==> config.mk <==
export PLATFORM = sky130hd
export DESIGN_NAME = wb_stage_flat
export DESIGN_NICKNAME = d
export VERILOG_FILES = /design/src/rtl/wb_stage_pkg.sv /design/src/rtl/wb_stage_if.sv /design/src/rtl/wb_stage_load_extend.sv /design/src/rtl/wb_stage.sv /design/src/flat_wrapper.sv
export SDC_FILE = /design/constraint.sdc
export NUM_CORES = 1
export LEC_CHECK = 0
export CAP_MARGIN = 20
export CORE_ASPECT_RATIO = 1.75
export CORE_UTILIZATION = 46
export CTS_BUF_LIST = sky130_fd_sc_hd__clkbuf_4 sky130_fd_sc_hd__clkbuf_8 sky130_fd_sc_hd__clkbuf_16
export DETAILED_ROUTE_END_ITERATION = 8
export GPL_TIMING_DRIVEN = 0
export PLACE_DENSITY = 0.87
export SYNTH_ARGS = -nofsm -noshare
export SYNTH_HDL_FRONTEND = slang
export SYNTH_SLANG_ARGS = --single-unit
==> constraint.sdc <==
create_clock -name clk -period 2.6 [get_ports clk]
set_input_delay 0.39 -clock clk [delete_from_list [all_inputs] [get_ports clk]]
set_output_delay 0.39 -clock clk [all_outputs]
set_load 0.01 [all_outputs]
==> src/rtl/wb_stage_pkg.sv <==
// ---------------------------------------------------------------------------
// npc_wb_pkg : shared definitions for the NPC writeback stage.
//   XLEN               data / address width
//   WB_*               writeback-source select encodings
//   LB..LHU            load funct3 encodings
//   wb_state_e         writeback FSM state encoding
//   load_fault_chk()   misalignment / illegal-width check for loads
// ---------------------------------------------------------------------------
package npc_wb_pkg;

   localparam int XLEN = 32;

   localparam logic [1:0] WB_MEM = 2'b00;
   localparam logic [1:0] WB_PC4 = 2'b01;
   localparam logic [1:0] WB_ALU = 2'b10;
   localparam logic [1:0] WB_IMM = 2'b11;

   localparam logic [2:0] LB  = 3'b000;
   localparam logic [2:0] LH  = 3'b001;
   localparam logic [2:0] LW  = 3'b010;
   localparam logic [2:0] LBU = 3'b100;
   localparam logic [2:0] LHU = 3'b101;

   typedef enum logic [1:0] {
      ST_IDLE     = 2'b00,
      ST_MEM_REQ  = 2'b01,
      ST_MEM_WAIT = 2'b10,
      ST_WRITE    = 2'b11
   } wb_state_e;

   // A load faults when its width is not a legal load width, or when the
   // byte offset is not a multiple of the access size.
   function automatic logic load_fault_chk(input logic [2:0] f3,
                                           input logic [1:0] off);
      logic f;
      case (f3)
         LB, LBU: f = 1'b0;
         LH, LHU: f = off[0];
         LW:      f = (off != 2'b00);
         default: f = 1'b1;
      endcase
      return f;
   endfunction

endpackage

==> src/rtl/wb_stage_if.sv <==
// ---------------------------------------------------------------------------
// wb_stage_if : bundles the upstream retire handshake, the load memory port
// and the register-file write port of the writeback stage.
//
// Handshakes (in_valid/in_ready, mem_req_valid/mem_req_ready): a transfer
// happens on a rising edge where both valid and ready are high; once raised,
// the valid side holds valid and its payload stable until that edge.
// mem_resp_valid has no back-pressure: the stage captures it only while it is
// waiting for a response.
//
// Modports:
//   slave  - the writeback stage itself
//   master - the environment (upstream decode, memory, register file)
// ---------------------------------------------------------------------------
interface wb_stage_if;
   import npc_wb_pkg::*;

   // upstream retire port
   logic            in_valid;
   logic            in_ready;
   logic            reg_write;
   logic [1:0]      wb_sel;
   logic [4:0]      rd;
   logic [2:0]      funct3;
   logic [XLEN-1:0] pc;
   logic [XLEN-1:0] alu_result;
   logic [XLEN-1:0] imm_ext;

   // load memory port
   logic            mem_req_valid;
   logic            mem_req_ready;
   logic [XLEN-1:0] mem_addr;
   logic            mem_resp_valid;
   logic [XLEN-1:0] mem_resp_data;

   // register-file write port and status
   logic            rf_wen;
   logic [4:0]      rf_waddr;
   logic [XLEN-1:0] rf_wdata;
   logic            wb_done;
   logic            load_fault;

   modport slave (
      input  in_valid, reg_write, wb_sel, rd, funct3, pc, alu_result, imm_ext,
      input  mem_req_ready, mem_resp_valid, mem_resp_data,
      output in_ready, mem_req_valid, mem_addr,
      output rf_wen, rf_waddr, rf_wdata, wb_done, load_fault
   );

   modport master (
      output in_valid, reg_write, wb_sel, rd, funct3, pc, alu_result, imm_ext,
      output mem_req_ready, mem_resp_valid, mem_resp_data,
      input  in_ready, mem_req_valid, mem_addr,
      input  rf_wen, rf_waddr, rf_wdata, wb_done, load_fault
   );

endinterface

==> src/rtl/wb_stage_load_extend.sv <==
// ---------------------------------------------------------------------------
// load_extend : combinational lane select and sign/zero extension of a loaded
// word.
//   word_i    read word from memory
//   offset_i  byte offset of the access inside the word
//   funct3_i  load width/sign encoding
//   data_o    extended XLEN result (0 for an illegal funct3)
// ---------------------------------------------------------------------------
module load_extend
   import npc_wb_pkg::*;
(
   input  logic [XLEN-1:0] word_i,
   input  logic [1:0]      offset_i,
   input  logic [2:0]      funct3_i,
   output logic [XLEN-1:0] data_o
);

   logic [7:0]  byte_sel;
   logic [15:0] half_sel;

   always_comb begin
      byte_sel = 8'h00;
      case (offset_i)
         2'd0: byte_sel = word_i[7:0];
         2'd1: byte_sel = word_i[15:8];
         2'd2: byte_sel = word_i[23:16];
         2'd3: byte_sel = word_i[31:24];
         default: byte_sel = 8'h00;
      endcase
      // Halfword lane is chosen by offset bit 1 only; bit 0 is a fault case.
      half_sel = offset_i[1] ? word_i[31:16] : word_i[15:0];

      data_o = '0;
      case (funct3_i)
         LB:  data_o = {{(XLEN-8){byte_sel[7]}}, byte_sel};
         LBU: data_o = {{(XLEN-8){1'b0}}, byte_sel};
         LH:  data_o = {{(XLEN-16){half_sel[15]}}, half_sel};
         LHU: data_o = {{(XLEN-16){1'b0}}, half_sel};
         LW:  data_o = word_i;
         default: data_o = '0;
      endcase
   end

endmodule

==> src/rtl/wb_stage.sv <==
// ---------------------------------------------------------------------------
// wb_stage : writeback stage of the NPC core. Accepts one retiring
// instruction at a time, fetches load data over the memory port when the
// source select is memory, and issues a single registered register-file
// write, with completion and load-fault pulses.
//   clk          core clock
//   rst_n        asynchronous active-low reset
//   bus          wb_stage_if.slave (retire, memory and rf-write ports)
//   dbg_state_o  current FSM state, for observation only
// ---------------------------------------------------------------------------
module wb_stage
   import npc_wb_pkg::*;
(
   input  logic          clk,
   input  logic          rst_n,
   wb_stage_if.slave     bus,
   output wb_state_e     dbg_state_o
);

   wb_state_e       state_q;
   logic            reg_write_q;
   logic [4:0]      rd_q;
   logic [2:0]      funct3_q;
   logic [1:0]      off_q;
   logic [XLEN-1:0] mem_addr_q;
   logic            mem_req_valid_q;
   logic            rf_wen_q;
   logic [4:0]      rf_waddr_q;
   logic [XLEN-1:0] rf_wdata_q;
   logic            wb_done_q;
   logic            load_fault_q;

   logic            accept_d;
   logic            fault_d;
   logic [XLEN-1:0] src_d;
   logic [XLEN-1:0] ext_d;

   load_extend u_load_extend (
      .word_i   (bus.mem_resp_data),
      .offset_i (off_q),
      .funct3_i (funct3_q),
      .data_o   (ext_d)
   );

   always_comb begin
      accept_d = bus.in_valid && (state_q == ST_IDLE);
      fault_d  = load_fault_chk(bus.funct3, bus.alu_result[1:0]);
      src_d    = '0;
      case (bus.wb_sel)
         WB_PC4:  src_d = bus.pc + XLEN'(4);  // wraps modulo 2^XLEN
         WB_ALU:  src_d = bus.alu_result;
         WB_IMM:  src_d = bus.imm_ext;
         default: src_d = '0;
      endcase
   end

   always_ff @(posedge clk or negedge rst_n) begin
      if (!rst_n) begin
         state_q         <= ST_IDLE;
         reg_write_q     <= 1'b0;
         rd_q            <= '0;
         funct3_q        <= '0;
         off_q           <= '0;
         mem_addr_q      <= '0;
         mem_req_valid_q <= 1'b0;
         rf_wen_q        <= 1'b0;
         rf_waddr_q      <= '0;
         rf_wdata_q      <= '0;
         wb_done_q       <= 1'b0;
         load_fault_q    <= 1'b0;
      end else begin
         // Write-port outputs and status pulses live for the WRITE cycle only.
         rf_wen_q     <= 1'b0;
         rf_waddr_q   <= '0;
         rf_wdata_q   <= '0;
         wb_done_q    <= 1'b0;
         load_fault_q <= 1'b0;

         case (state_q)
            ST_IDLE: begin
               if (accept_d) begin
                  reg_write_q <= bus.reg_write;
                  rd_q        <= bus.rd;
                  funct3_q    <= bus.funct3;
                  off_q       <= bus.alu_result[1:0];
                  mem_addr_q  <= {bus.alu_result[XLEN-1:2], 2'b00};
                  if (bus.wb_sel != WB_MEM) begin
                     state_q    <= ST_WRITE;
                     rf_wen_q   <= bus.reg_write && (bus.rd != 5'd0);
                     rf_waddr_q <= bus.rd;
                     rf_wdata_q <= src_d;
                     wb_done_q  <= 1'b1;
                  end else if (fault_d) begin
                     // Faulted load: complete immediately, no request, no write.
                     state_q      <= ST_WRITE;
                     rf_waddr_q   <= bus.rd;
                     wb_done_q    <= 1'b1;
                     load_fault_q <= 1'b1;
                  end else begin
                     state_q         <= ST_MEM_REQ;
                     mem_req_valid_q <= 1'b1;
                  end
               end
            end

            ST_MEM_REQ: begin
               if (bus.mem_req_ready) begin
                  state_q         <= ST_MEM_WAIT;
                  mem_req_valid_q <= 1'b0;
               end
            end

            ST_MEM_WAIT: begin
               if (bus.mem_resp_valid) begin
                  state_q    <= ST_WRITE;
                  rf_wen_q   <= reg_write_q && (rd_q != 5'd0);
                  rf_waddr_q <= rd_q;
                  rf_wdata_q <= ext_d;
                  wb_done_q  <= 1'b1;
               end
            end

            ST_WRITE: begin
               state_q <= ST_IDLE;
            end

            default: state_q <= ST_IDLE;
         endcase
      end
   end

   assign bus.in_ready      = (state_q == ST_IDLE);
   assign bus.mem_req_valid = mem_req_valid_q;
   assign bus.mem_addr      = mem_addr_q;
   assign bus.rf_wen        = rf_wen_q;
   assign bus.rf_waddr      = rf_waddr_q;
   assign bus.rf_wdata      = rf_wdata_q;
   assign bus.wb_done       = wb_done_q;
   assign bus.load_fault    = load_fault_q;
   assign dbg_state_o       = state_q;

endmodule

==> src/flat_wrapper.sv <==
// flat-port wrapper written by rule: the top's interface ports become plain ports
module wb_stage_flat import npc_wb_pkg::*;
  (clk, rst_n, dbg_state_o, bus_in_valid, bus_reg_write, bus_wb_sel, bus_rd, bus_funct3, bus_pc, bus_alu_result, bus_imm_ext, bus_mem_req_ready, bus_mem_resp_valid, bus_mem_resp_data, bus_in_ready, bus_mem_req_valid, bus_mem_addr, bus_rf_wen, bus_rf_waddr, bus_rf_wdata, bus_wb_done, bus_load_fault);
  wb_stage_if bus_i ();
  input  logic clk;
  input  logic rst_n;
  output wb_state_e dbg_state_o;
  input wire logic [$bits(bus_i.in_valid)-1:0] bus_in_valid;
  input wire logic [$bits(bus_i.reg_write)-1:0] bus_reg_write;
  input wire logic [$bits(bus_i.wb_sel)-1:0] bus_wb_sel;
  input wire logic [$bits(bus_i.rd)-1:0] bus_rd;
  input wire logic [$bits(bus_i.funct3)-1:0] bus_funct3;
  input wire logic [$bits(bus_i.pc)-1:0] bus_pc;
  input wire logic [$bits(bus_i.alu_result)-1:0] bus_alu_result;
  input wire logic [$bits(bus_i.imm_ext)-1:0] bus_imm_ext;
  input wire logic [$bits(bus_i.mem_req_ready)-1:0] bus_mem_req_ready;
  input wire logic [$bits(bus_i.mem_resp_valid)-1:0] bus_mem_resp_valid;
  input wire logic [$bits(bus_i.mem_resp_data)-1:0] bus_mem_resp_data;
  output wire logic [$bits(bus_i.in_ready)-1:0] bus_in_ready;
  output wire logic [$bits(bus_i.mem_req_valid)-1:0] bus_mem_req_valid;
  output wire logic [$bits(bus_i.mem_addr)-1:0] bus_mem_addr;
  output wire logic [$bits(bus_i.rf_wen)-1:0] bus_rf_wen;
  output wire logic [$bits(bus_i.rf_waddr)-1:0] bus_rf_waddr;
  output wire logic [$bits(bus_i.rf_wdata)-1:0] bus_rf_wdata;
  output wire logic [$bits(bus_i.wb_done)-1:0] bus_wb_done;
  output wire logic [$bits(bus_i.load_fault)-1:0] bus_load_fault;
  assign bus_i.in_valid = bus_in_valid;
  assign bus_i.reg_write = bus_reg_write;
  assign bus_i.wb_sel = bus_wb_sel;
  assign bus_i.rd = bus_rd;
  assign bus_i.funct3 = bus_funct3;
  assign bus_i.pc = bus_pc;
  assign bus_i.alu_result = bus_alu_result;
  assign bus_i.imm_ext = bus_imm_ext;
  assign bus_i.mem_req_ready = bus_mem_req_ready;
  assign bus_i.mem_resp_valid = bus_mem_resp_valid;
  assign bus_i.mem_resp_data = bus_mem_resp_data;
  assign bus_in_ready = bus_i.in_ready;
  assign bus_mem_req_valid = bus_i.mem_req_valid;
  assign bus_mem_addr = bus_i.mem_addr;
  assign bus_rf_wen = bus_i.rf_wen;
  assign bus_rf_waddr = bus_i.rf_waddr;
  assign bus_rf_wdata = bus_i.rf_wdata;
  assign bus_wb_done = bus_i.wb_done;
  assign bus_load_fault = bus_i.load_fault;
  wb_stage u_core (.clk(clk), .rst_n(rst_n), .bus(bus_i), .dbg_state_o(dbg_state_o));
endmodule
==> results <==
- For this run, the number of Yosys warnings is 0.
- The routability-driven placement congestion ratio is around 1.0.
- The critical path startpoint category is a flop.
- The die is roughly 140 um tall.
- Compared with the post-synthesis result, the final layout area differs by 53.1%.
- The worst min-delay path class is input port to asynchronous set/reset pin.
- Entering global routing, the biggest net connects 52 pins.
- Derived from the worst setup path, the maximum achievable clock frequency is between 0.4 and 0.5 GHz.
- The biggest area consumer among synthesized cells is sky130_fd_sc_hd__dfrtp_1.
- The detailed router finished its first iteration with about 300 violations.
- For this design the ratio of total power to cell area is 877 nW/um^2.
- The max-capacitance violation count is 0.
- The floorplan step defined a die boundary enclosing approximately 11000 sq um.
- The post-placement cell area is between 7000 and 8000 sq um.
- Summed over all cells, the static leakage comes to 3.08 nW.
- Timing analysis after detailed placement gives a worst setup slack of slightly below 0.05 ns.
- The most frequent cell after synthesis is sky130_fd_sc_hd__dfrtp_1.
- The largest buffer count on any clock path is 2.
- The clock tree synthesis step divided the H-tree into 3 levels.
- The count of final hold-check violations is 8.
- The share of layout cells above drive strength 1 is approximately an eighth.
- The post-DP HPWL is roughly 16000 um.
- Setup repair after global routing left no endpoint under its margin.
- After Yosys synthesis, and, or, nand and nor cells account for between 10% and 20% of the synthesized area.
- After layout, the worst setup slack is between 0.2 and 0.25 ns.
- The worst setup path is of the flop to flop kind.
- The total grt overflow is 0.
- The root buffer cell chosen for the clock tree is sky130_fd_sc_hd__clkbuf_16.
- The ratio of routed vias to standard cells is 5.95.
- The global router's overall resource usage is about 36%.
- In the routed design, unresolved DRC markers number 0.
- The final design area excluding fillers is roughly 7500 sq um.
- The synthesized netlist devotes about 15% of its cell area to compound gates.
- The iteration count of the initial detailed-routing pass is 5.
- The netlist uses 52 different library cells.
- The run finished, with violations left.
- Across the VDD grid, the largest voltage drop is 0.686 mV.
- The kind of end point of the critical path is a flop.
- Counting every sink on the clock net gives between 80 and 90.
- The total via count in the routed design is ~5000.
- The critical path arrival is ~2.6 ns.
- The first-pass GRT wire length is approximately 30000 um.
- The max-slew violation total from the final report was 0.
- The count of cells resized by post-cts repair is 0.
- In this run the cell area of the synthesized design comes to slightly below 5000 sq um.
- The via count of the first global-routing pass came to between 5000 and 6000.
- After floorplanning, the core was divided into between 40 and 50 placement rows.
- The completed layout was analyzed and its total power is between 6 and 7 mW.
- The area of the core region is approximately 10000 sq um.
- The starting density of the core is 47.4%.
- In this run the biggest area consumer among cell types represents between 40% and 50% of the synthesized area.
- Once detail routing completed, the nets flagged for antenna violations numbered 0.
- The most instantiated flip-flop cell in the synthesis netlist is sky130_fd_sc_hd__dfrtp_1.
- Along the worst path, the maximum fanout reaches 9.
- The number of synthesized flops with an enable pin is 0.
- The hold-fix buffer count after cts is 0.
- The worst-case headroom to the max-slew limit is between 30% and 40%.
- Wires add up to roughly 20000 um.
- The count of state elements after synthesis is 84.
- The final reports fail on negative hold slack.
- STA puts the critical path data required time at about 2.9 ns.
- The share of cell area taken by muxes after synthesis is approximately 17%.
- The clock transition at the registers of the reported paths is roughly 0.06 ns.
- The number of setup violations in the final report is 0.
- The cell count after synthesis is about 480.
- After synthesis, the largest family of logic cells by area is multiplexers.
- The parity-gate share of the synthesized area counting xor and xnor cells is 4.99%.
- The number of clock buffers inserted by TritonCTS is 9.
- At the end of the flow, the number of nets in the layout was about 850.
- Of the available clock period, the critical path in the final layout requires 91.4%.
- The setup TNS is 0 ns.
- A synthesized cell averages 10.3 sq um.
- The post-synthesis sequential area ratio is 42.8%.
- The post-synthesis adder-cell area fraction is 1.02%.
- At the pin with the least slew margin, the transition time is about 0.98 ns.
- The initial antenna violation count was 0.
- The clock tree from TritonCTS is done.
- In the synthesized netlist the async set-or-reset flop fraction comes to 100%.
- The worst clock skew is approximately 0.0047 ns.
- Dividing the detail-routed wire length by the instance count gives about 23 um.
- The number of buffers added on ports is 215.
- The number of top-level design ports is 220.
- After synthesis, the most frequently instantiated cells are sky130_fd_sc_hd__dfrtp_1, sky130_fd_sc_hd__mux2_2, sky130_fd_sc_hd__nand2_1, sky130_fd_sc_hd__nor2_1, sky130_fd_sc_hd__mux2i_1.
- After clock tree synthesis, the setup repair step added 0 buffers.
- The worst path in the final design needs a cycle of between 2 and 2.5 ns, including I/O delays and setup.
- Final hold analysis gives a worst-case slack of -0.00334 ns.
- The die is ~80 um wide.
- The later pin in the worst-skew pair is clocked with a latency of ~0.35 ns.
- The number of antenna diodes in the final layout is 0.
- By area the synthesized netlist is led by sky130_fd_sc_hd__dfrtp_1, sky130_fd_sc_hd__mux2_2, sky130_fd_sc_hd__mux2i_1.
logic make-up (layout without fill, tap and decap cells):
logic type	after synthesis	in the layout
compound gates	107	107
xor+xnor	28	28
fa+ha+maj	4	4
buf+inv	37	267
flops	84	84
mux	77	77
other cells	1	2
simple gates	141	141
area by class of cell:
| type | instances | area (sq um) |
|---|---|---|
| Clock buffer | 9 | 225 |
| Sequential cell | 84 | 2100 |
| Tap cell | 127 | 159 |
| Buffer | 27 | 118 |
| Inverter | 9 | 33.8 |
| Multi-Input combinational cell | 359 | 2660 |
| Fill cell | 753 | 2840 |
| Timing Repair Buffer | 216 | 2180 |
| Clock inverter | 6 | 48.8 |
worst paths after layout:
kind / start / to / slack, ns / cells after the start
setup / recovery: u_core.dbg_state_o[0]$_DFFE_PN0P_ / u_core.bus.rf_wdata[23]$_DFF_PN0_ / 0.22 / 6
hold / removal: rst_n / u_core.bus.load_fault$_DFF_PN0_ / -0.003 / 1
setup reg to reg: u_core.dbg_state_o[0]$_DFFE_PN0P_ / u_core.bus.rf_wdata[23]$_DFF_PN0_ / 0.22 / 6
hold reg to reg: u_core.reg_write_q$_DFFE_PN0P_ / u_core.reg_write_q$_DFFE_PN0P_ / 0.50 / 2
max in group asynchronous: rst_n / u_core.bus.rf_waddr[1]$_DFF_PN0_ / 1.98 / 2
min in group clk: bus_in_valid / u_core.reg_write_q$_DFFE_PN0P_ / 0.48 / 3
through the flow:
stage | hold slack [ns] | cells | utilization, %
final | -0.00334 | 837 | 72.6
after global routing | 0.0175 | 837 | 72.6
after CTS | 0.00592 | 838 | 72.7
after detailed placement | 0.371 | 823 | 70.0
after global placement | 0.471 | 822 | 69.8
after floorplan | 0.0944 | 480 | -
where the power goes:
group	internal (mW)	switching [mW]	total [mW]
registers	1.84	0.289	2.12
logic	1.71	1.55	3.26
clock network	0.653	0.561	1.21
worst max-delay path, cell delays in order (launching register included):
cell and delay (ns):
sky130_fd_sc_hd__dfrtp_1 0.42, sky130_fd_sc_hd__inv_1 0.11, sky130_fd_sc_hd__ha_1 0.20, sky130_fd_sc_hd__nand2_1 0.12, sky130_fd_sc_hd__a211oi_1 0.79, sky130_fd_sc_hd__nand2_1 0.41
sky130_fd_sc_hd__o211ai_1 0.23
state kept, by name (all words and copies together) (netlist names):
register	count
u_core.funct3_q	3
u_core.bus.load_fault	1
u_core.off_q	2
u_core.bus.rf_wen	1
u_core.bus.mem_addr	30
u_core.dbg_state_o	2
u_core.rd_q	5
u_core.bus.rf_wdata	32
u_core.reg_write_q	1
u_core.bus.rf_waddr	5
u_core.bus.mem_req_valid	1
u_core.bus.wb_done	1
metal layers:
| layer | vias up | track usage [%] | part of all wire (%) |
|---|---|---|---|
| met2 | 293 | 63.7 | 52 |
| li1 | 2227 | - | - |
| met4 | 0 | 27.3 | 7.7 |
| met1 | 2375 | 37.2 | 33 |
| met5 | - | 0 | 0 |
| met3 | 84 | 6.58 | 6.6 |
cell usage in the layout (no fill, tap or decap), types with 4 or more instances in the layout:
cell type                         synthesis  final
sky130_fd_sc_hd__buf_1                    6      6
sky130_fd_sc_hd__xor2_1                  16     16
sky130_fd_sc_hd__mux2_2                  48     48
sky130_fd_sc_hd__nor2b_1                  4      4
sky130_fd_sc_hd__clkbuf_1                15     14
sky130_fd_sc_hd__nor3_1                  10     10
sky130_fd_sc_hd__a221oi_1                 4      4
sky130_fd_sc_hd__mux2i_1                 28     28
sky130_fd_sc_hd__or2_2                    4      4
sky130_fd_sc_hd__a22oi_1                  6      6
sky130_fd_sc_hd__nand3_1                 12     12
sky130_fd_sc_hd__xnor2_1                 12     12
sky130_fd_sc_hd__clkdlybuf4s50_1          0    214
sky130_fd_sc_hd__nand2_1                 33     33
sky130_fd_sc_hd__and2_1                  10     10
sky130_fd_sc_hd__ha_1                     4      4
sky130_fd_sc_hd__o211ai_1                11     11
sky130_fd_sc_hd__clkbuf_16                0      9
sky130_fd_sc_hd__a31oi_1                  7      7
sky130_fd_sc_hd__a22o_1                   6      6
sky130_fd_sc_hd__buf_2                    4      4
sky130_fd_sc_hd__inv_1                    9      9
sky130_fd_sc_hd__and3_1                   4      4
sky130_fd_sc_hd__a21oi_1                 19     19
sky130_fd_sc_hd__nor2_1                  29     29
sky130_fd_sc_hd__buf_4                    3      4
sky130_fd_sc_hd__o21ai_0                 22     22
sky130_fd_sc_hd__o221ai_1                17     17
sky130_fd_sc_hd__dfrtp_1                 84     84
sky130_fd_sc_hd__nand4_1                 13     13
(Power assumes the default switching activity.)
